`src/rtl/cpu_pkg.sv`:
```
// Shared CPU definitions: fetch FSM states and address constants.
package cpu_pkg;

  typedef enum logic [1:0] {
    IDLE   = 2'd0,
    BUSREQ = 2'd1,
    RESP   = 2'd2
  } fetch_state_t;

  localparam logic [31:0] RESET_PC          = 32'hbfc0_0000;
  localparam logic [31:0] ADDR_MASK_DEFAULT = 32'h1fff_ffff;

endpackage

```
`src/rtl/fetch_hit_buffer.sv`:
```
// One-entry instruction buffer: word tag, data and valid, with lookup, fill and invalidate.
module fetch_hit_buffer (
  input  logic        clk,
  input  logic        resetn,
  input  logic [29:0] lookup_tag,
  output logic        hit,
  output logic [31:0] hit_data,
  input  logic        fill,
  input  logic [29:0] fill_tag,
  input  logic [31:0] fill_data,
  input  logic        inv
);

  logic        valid;
  logic [29:0] tag;
  logic [31:0] data;

  // Invalidate takes priority over a same-cycle fill; the filled data is still delivered upstream.
  always_ff @(posedge clk or negedge resetn) begin
    if (!resetn) begin
      valid <= 1'b0;
      tag   <= '0;
      data  <= '0;
    end else begin
      if (inv) begin
        valid <= 1'b0;
      end else if (fill) begin
        valid <= 1'b1;
      end
      if (fill) begin
        tag  <= fill_tag;
        data <= fill_data;
      end
    end
  end

  assign hit      = valid && (tag == lookup_tag);
  assign hit_data = data;

endmodule

```
`src/rtl/inst_fetch_responder.sv`:
```
// Instruction fetch responder: one-entry hit buffer in front of a req/ack bus with timeout.
module inst_fetch_responder
  import cpu_pkg::*;
#(
  parameter logic [31:0] ADDR_MASK = ADDR_MASK_DEFAULT,
  parameter int          TIMEOUT   = 255,
  parameter int          TIMEOUT_W = 8
) (
  input  logic        clk,
  input  logic        resetn,
  input  logic        inst_sram_en,
  input  logic [31:0] inst_sram_addr,
  input  logic        inv,
  output logic [31:0] inst_sram_rdata,
  output logic        inst_valid,
  output logic        inst_adel,
  output logic        inst_buserr,
  output logic        fetch_stall,
  output logic        mem_req,
  output logic [31:0] mem_addr,
  input  logic        mem_ack,
  input  logic [31:0] mem_rdata
);

  fetch_state_t         state, state_next;
  logic [TIMEOUT_W-1:0] cnt, cnt_next;

  logic [29:0] req_tag;
  logic        misaligned;
  logic        hit;
  logic [31:0] hit_data;
  logic        fill;
  logic        load_addr;
  logic        load_resp;
  logic [31:0] resp_rdata;
  logic        resp_adel;
  logic        resp_buserr;

  assign req_tag    = inst_sram_addr[31:2] & ADDR_MASK[31:2];
  assign misaligned = |inst_sram_addr[1:0];

  fetch_hit_buffer u_hit_buffer (
    .clk        (clk),
    .resetn     (resetn),
    .lookup_tag (req_tag),
    .hit        (hit),
    .hit_data   (hit_data),
    .fill       (fill),
    .fill_tag   (mem_addr[31:2]),
    .fill_data  (mem_rdata),
    .inv        (inv)
  );

  always_comb begin
    state_next  = state;
    cnt_next    = '0;
    fill        = 1'b0;
    load_addr   = 1'b0;
    load_resp   = 1'b0;
    resp_rdata  = '0;
    resp_adel   = 1'b0;
    resp_buserr = 1'b0;
    fetch_stall = 1'b0;
    unique case (state)
      IDLE, RESP: begin
        if (inst_sram_en) begin
          if (misaligned) begin
            state_next = RESP;
            load_resp  = 1'b1;
            resp_adel  = 1'b1;
          end else if (hit) begin
            state_next = RESP;
            load_resp  = 1'b1;
            resp_rdata = hit_data;
          end else begin
            state_next  = BUSREQ;
            load_addr   = 1'b1;
            fetch_stall = 1'b1;
          end
        end else begin
          state_next = IDLE;
        end
      end
      BUSREQ: begin
        fetch_stall = 1'b1;
        // An ack on the final allowed cycle still wins over the timeout.
        if (mem_ack) begin
          state_next = RESP;
          fill       = 1'b1;
          load_resp  = 1'b1;
          resp_rdata = mem_rdata;
        end else if (cnt == TIMEOUT_W'(TIMEOUT - 1)) begin
          state_next  = RESP;
          load_resp   = 1'b1;
          resp_buserr = 1'b1;
        end else begin
          cnt_next = cnt + 1'b1;
        end
      end
      default: state_next = IDLE;
    endcase
  end

  always_ff @(posedge clk or negedge resetn) begin
    if (!resetn) begin
      state           <= IDLE;
      cnt             <= '0;
      mem_addr        <= '0;
      inst_sram_rdata <= '0;
      inst_adel       <= 1'b0;
      inst_buserr     <= 1'b0;
    end else begin
      state <= state_next;
      cnt   <= cnt_next;
      if (load_addr) begin
        mem_addr <= {req_tag, 2'b00};
      end
      if (load_resp) begin
        inst_sram_rdata <= resp_rdata;
        inst_adel       <= resp_adel;
        inst_buserr     <= resp_buserr;
      end
    end
  end

  assign inst_valid = (state == RESP);
  assign mem_req    = (state == BUSREQ);

endmodule
```
`config.mk`:
```
export PLATFORM = sky130hd
export DESIGN_NAME = inst_fetch_responder
export DESIGN_NICKNAME = d
export VERILOG_FILES = /design/src/rtl/cpu_pkg.sv /design/src/rtl/fetch_hit_buffer.sv /design/src/rtl/inst_fetch_responder.sv
export SDC_FILE = /design/constraint.sdc
export NUM_CORES = 1
export LEC_CHECK = 0
export ABC_AREA = 1
export CAP_MARGIN = 20
export CORE_MARGIN = 2
export CORE_UTILIZATION = 51
export DETAILED_ROUTE_END_ITERATION = 16
export PLACE_DENSITY = 0.77
export SLEW_MARGIN = 30
export SYNTH_ARGS = -nofsm -noshare
export SYNTH_HDL_FRONTEND = slang
export SYNTH_SLANG_ARGS = --single-unit
```
`constraint.sdc`:
```
create_clock -name clk -period 3.4 [get_ports clk]
set_input_delay 1.02 -clock clk [delete_from_list [all_inputs] [get_ports clk]]
set_output_delay 1.02 -clock clk [all_outputs]
set_load 0.02 [all_outputs]
```
Yosys cells after proc, flatten, opt, wreduce, memory -nomap -nowiden

Cells that the tools add are included.

ROM bits: 0
RAM bits: 0
Bits in latches: 0
Register bits after elaboration: 131
Memories kept: 0
Output and inout port bits: 69

Order comparisons: 0
Reduce and logical (&&, ||, !) cells: 5
Add/sub/neg operators: 1
Multiplexer cells: 34
Shift operators: 0
Bitwise operators: 0
Div/mod/pow operators: 0
Eq/ne operators: 5
$mul: 0

Operators with widths:

| operator            | number |
|---|---|
| $mux 32             | 4 |
| $pmux 32 s2         | 1 |
| $eq 27x27->1        | 1 |
| $mux 8              | 3 |
| $mux 1              | 18 |
| $mux 2              | 5 |
| $add 8x1->8 const B | 1 |
| $eq 8x8->1 const B  | 1 |
| $pmux 1 s2          | 2 |
| $pmux 2 s2          | 1 |
| $reduce_or 2->1     | 2 |
| $ne 3x1->1 const B  | 1 |
| $eq 2x1->1 const B  | 1 |
| $eq 2x2->1 const B  | 1 |
| $logic_not 2->1     | 1 |
| $reduce_bool 2->1   | 1 |
| $logic_and 1x1->1   | 1 |

Longest topological paths before layout

Gate-level depths: netlist of run 1.

Depth after elaboration: 6
Mapped depth: 14

Modules after synthesis

From an unflattened synthesis of run 1, not the netlist that was laid out.

Cells, all modules: 822
Area total of the unflattened synthesis: 6,298.5 um^2

By module, submodules not included:

| module               | area each (um^2) | sequential area each (um^2) | cells each | times used |
|---|---|---|---|---|
| inst_fetch_responder | 3,363.2          | 1,776.7                     | 416        | 1 |
| fetch_hit_buffer     | 2,935.3          | 1,576.5                     | 406        | 1 |

Worst setup path after synthesis of run 1

No wires, ideal clock.

Path kind: input-to-output
From: input port inst_sram_addr[12]
To: output port fetch_stall
Setup slack: 0.354 ns
Cell stages on the path: 10
Buffers on the path: 2
Required time: 2.380 ns
Data arrival time: 2.026 ns
Path through: xnor2_1 -> nand2_1 -> nor2_1 -> nand2_1 -> nor2_1 -> nand2_2 -> nand3_2 -> buf_12 -> buf_6 -> nand2_2

Word-level cells in the longest chain between the ends: 6

RTL lines:

| element           | line                       | text |
|---|---|---|
| from (decl)       | inst_fetch_responder.sv:12 | `input logic [31:0] inst_sram_addr,` |
| $eq 27x27->1      | fetch_hit_buffer.sv:37     | `assign hit = valid && (tag == lookup_tag);` |
| $logic_and 1x1->1 | fetch_hit_buffer.sv:37     |  |
| $mux 1            | inst_fetch_responder.sv:71 | `end else if (hit) begin` |
| $mux 1            | inst_fetch_responder.sv:67 | `if (misaligned) begin` |
| $mux 1            | inst_fetch_responder.sv:66 | `if (inst_sram_en) begin` |
| $pmux 1 s2        | inst_fetch_responder.sv:64 | `unique case (state)` |
| to (decl)         | inst_fetch_responder.sv:18 | `output logic fetch_stall,` |

Every way passes these cells.

Worst setup path after layout of run 1

From: input port inst_sram_addr[25]
To: output port fetch_stall

The elaborated chain is that of the path after synthesis.

==> results of run 1 <==
==> how the worst max path moves through the flow <==
stage	slack, ps	end	cells past startpoint	from
floorplan	350	fetch_stall	10	inst_sram_addr[12]
global placement	-430	fetch_stall	13	inst_sram_addr[25]
detailed placement	-470	fetch_stall	13	inst_sram_addr[25]
CTS	4	fetch_stall	11	inst_sram_addr[19]
global route	20	fetch_stall	13	inst_sram_addr[15]
finish	170	fetch_stall	13	inst_sram_addr[25]
==> registers in the layout, indices dropped and copies added, names as in the netlist <==
register / cells
inst_sram_rdata: 32
u_hit_buffer.hit_data: 32
mem_addr: 27
u_hit_buffer.tag: 27
cnt: 8
state: 2
inst_adel: 1
inst_buserr: 1
u_hit_buffer.valid: 1
==> metrics by stage <==
step	util	setup TNS, ps	setup slack (ps)
after global placement	0.663	-435	-435
after floorplan	-	0	354
after global routing	0.725	0	25.0
after CTS	0.720	0	4.14
after detailed placement	0.663	-473	-473
final	0.725	0	171
==> layout make-up <==
cell class | instances | area [um2] | area share
Sequential cell | 131 | 3280 | 0.376
Multi-Input combinational cell | 491 | 2440 | 0.280
Timing Repair Buffer | 192 | 1790 | 0.205
Clock buffer | 24 | 512 | 0.0588
Inverter | 101 | 379 | 0.0435
Tap cell | 147 | 184 | 0.0211
Clock inverter | 8 | 121 | 0.0139
Antenna cell | 2 | 5.00 | 0.000575
==> layout by cell type, fill, tap and decap left out, types with 2 or more instances in the layout <==
master           Yosys  layout
nand2_1            207     200
dfrtp_1            131     131
clkdlybuf4s50_1      0     100
inv_1               80      79
o21ai_0             63      63
buf_4               10      62
nor2_1              63      61
nand3_1             38      38
nand2_2             25      32
a21boi_1            30      30
o21ai_2             22      22
inv_2               18      19
dlygate4sd2_1        0      18
clkbuf_16            0      17
dlymetal6s2s_1       0       9
nor2_2               4       6
clkbuf_8             0       6
xnor2_1              6       5
conb_1               1       5
a21oi_1              4       4
nor3_1               4       4
xor2_2               0       3
clkinv_1             3       3
nand4_1              3       3
o21ai_1              3       3
bufinv_16            0       3
clkinv_2             0       3
diode_2              0       2
nand3b_1             2       2
a21boi_0             2       2
ha_1                 2       2
buf_12               3       2
==> power groups by stage <==
stage	clock network (mW)	logic [mW]	registers (mW)
after floorplan	0	0.614	2.18
after global placement	0	1.25	2.09
after detailed placement	0	1.28	2.11
after CTS	1.95	1.34	2.10
after global routing	2.03	1.49	2.14
final	1.93	1.34	2.10
==> metal layers <==
layer	vias to the layer above	GRT usage
li1	2694	-
met3	37	0.0680
met5	-	0
met1	2679	0.304
met2	192	0.437
met4	0	0.0972
==> timing repair <==
action	in CTS	in global routing
pin swaps	11	3
setup buffers	7	0
resized for setup	32	15
endpoints found under the setup margin	1	1
==> synth_stat cells, drive strengths merged <==
cell	number
nand2	233
dfrtp	131
inv	98
o21ai	88
nor2	67
nand3	39
a21boi	32
buf	31
xnor2	6
a21oi	4
clkbuf	4
nor3	4
xor2	4
clkinv	3
nand4	3
ha	2
nand3b	2
and3	1
conb	1
o22ai	1
==> cell families (layout without fill, tap and decap cells) <==
logic type               count (synthesis)  count (layout)
AO/OA/AOI/OAI                          125             125
AND/OR/NAND/NOR                        349             349
other                                    1               7
flip-flops                             131             131
buffers and inverters                  136             325
adder cells (fa/ha/maj)                  2               2
XOR/XNOR                                10              10
==> worst register-to-register path: stages, from the launching register on <==
cell and delay (ps):
dfrtp_1 370, inv_1 80, nand2_1 60, nand2_1 100
nand2_1 80, nor2_1 120, nand2_1 90, nor2_2 90
nand2_2 80, nand3_2 80, buf_4 100, buf_4 610
o21ai_0 240
==> flow_summary.yaml, run 1 <==
sta:
  max_slew_margin: 0.461
  period_minus_slack_ps: 3230
  whs_ps: 495
  finalCritPeriodShare: 0.950
  finalHoldViolCount: 0
  max_freq_ghz: 0.310
  drv_slew: 0
  tightest_slew_ps: 809
  rsz0062_at_grt: "false"
  skew_ps: 7.86
  setup_viol: 0
synth:
  ys_warn_count: 0
  yosys.area_share.simple: 0.233
  synth_cells: 754
  synth_top_cell_by_area: "dfrtp_1"
  syn_area_um2: 6300
  synthMuxAreaShare: 0
  synth-xor-area-share: 0.0139
  synthAdderAreaFrac: 0.00397
  ys_seq_area_frac: 0.520
  synth_seq_cells: 131
  synth_top_family_by_area: "simple AND/OR/NAND/NOR gates"
  syn_area_per_cell_um2: 8.36
  synth.distinct_cells: 33
  synth.area.top_cells: "dfrtp_1 (52%), nand2_1 (12%), o21ai_0 (5.0%)"
  synth_compound_area_frac: 0.125
  yosysTopAreaCellShare: 0.520
clock_network:
  h-tree-depth: 4
  cts_root_buffer: "clkbuf_16"
  path_clk_slew_ps: 60
  cts_buffer_depth: 2
  clock_latency_ps: 420
  cts_tree: "built"
  cts_buffers: 17
  hold_buffers: 0
  cts_sinks: 131
floorplan:
  start_util: 0.525
  fp.dieH_um: 115
  die-area_um2: 13300
  rows: 40
  io_pins: 138
  die_w_um: 115
  coreArea_um2: 12000
setup_path:
  cp_top_family: "simple AND/OR/NAND/NOR gates"
  cp_slowest_cell: "dlygate4sd2_1"
  worst_path_most_repeated_cell: "nand2_1"
  crit_path_end_kind: "output pin"
  cp_max_fo: 2
  worstPathRequired_ps: 2380
  start_kind: "primary input"
  timing.rr.end: "mem_addr[3]$_DFFE_PN0P_"
  max_stage_delay_ps: 260
  critPathKind: "primary input to output pin"
  reg2reg_from: "u_hit_buffer.tag[6]$_DFFE_PN0P_"
  ff2ff_path_depth: 12
  arrival_ps: 2210
  rrSetupSlack_ps: 1140
  path_buf_inv: 4
  crit_chain: "dlygate4sd2_1, inv_2, nand2_1, nand2_1, inv_1, nand2_1, nor2_2, nand2_1, nor2_2, nand2_2, nand3_2, nand2_2, buf_6"
drt:
  first_iter_violations: 437
  vias: 5602
  wl_met3_um: 952
  wl_met2_um: 8220
  detail_route.vias_per_cell: 5.11
  top_layer: "met4"
  drc: 0
  ant_nets: 0
  dr.pass1.iters: 5
  m1WireLength_um: 6640
  wl_per_cell_um: 14.8
  wirelength_um: 16200
pwr:
  power.density_nw_per_um2: 618
  ir_drop_v: 0.000340
  seq_power_share: 0.391
  power_mw: 5.38
  pwr-share-comb: 0.250
  switchingPower_mw: 1.60
  sw_frac_of_total: 0.297
  pwr-share-clk: 0.359
  leakage_nw: 4.44
  power.internal_mw: 3.78
global_route:
  grt-ovfl-total: 0
  grtUsageTotal: 0.253
  grt_pass1_wl_um: 26200
  grt_max_degree: 65
  grt_pass1_vias: 5696
  grt_antenna_before_repair: 2
min_path:
  hold_end: "cnt[0]$_DFF_PN0_"
  hold_depth: 1
  hold_class: "flip-flop to flip-flop"
  hp-start: "cnt[0]$_DFF_PN0_"
run:
  drv_cap: 0
finish:
  finalNetCount: 1005
  final_area_um2: 8710
  fillers: 912
  area_delta_synth_final_pct: 38.2
  drive_above_1_share: 0.191
  layout.cells.non_filler: 1096
placed_design:
  dpl-instance-area_um2: 7960
  dp_hpwl_um: 10700
  gp_congestion: 0.855
  io_buffer_count: 129
  post-place-cells: 1055
outcome:
  outcome: "finished, final reports clean"
(Power assumes the default switching activity.)
==> run 2, diff against run 1 <==
--- a/config.mk
+++ b/config.mk
@@ -10,6 +10,7 @@
 export CORE_MARGIN = 2
 export CORE_UTILIZATION = 51
 export DETAILED_ROUTE_END_ITERATION = 16
+export GPL_ROUTABILITY_DRIVEN = 0
 export PLACE_DENSITY = 0.77
 export SLEW_MARGIN = 30
 export SYNTH_ARGS = -nofsm -noshare
==> results of run 2 <==
No change in the layout: final DEF, timing and power equal those of run 1.
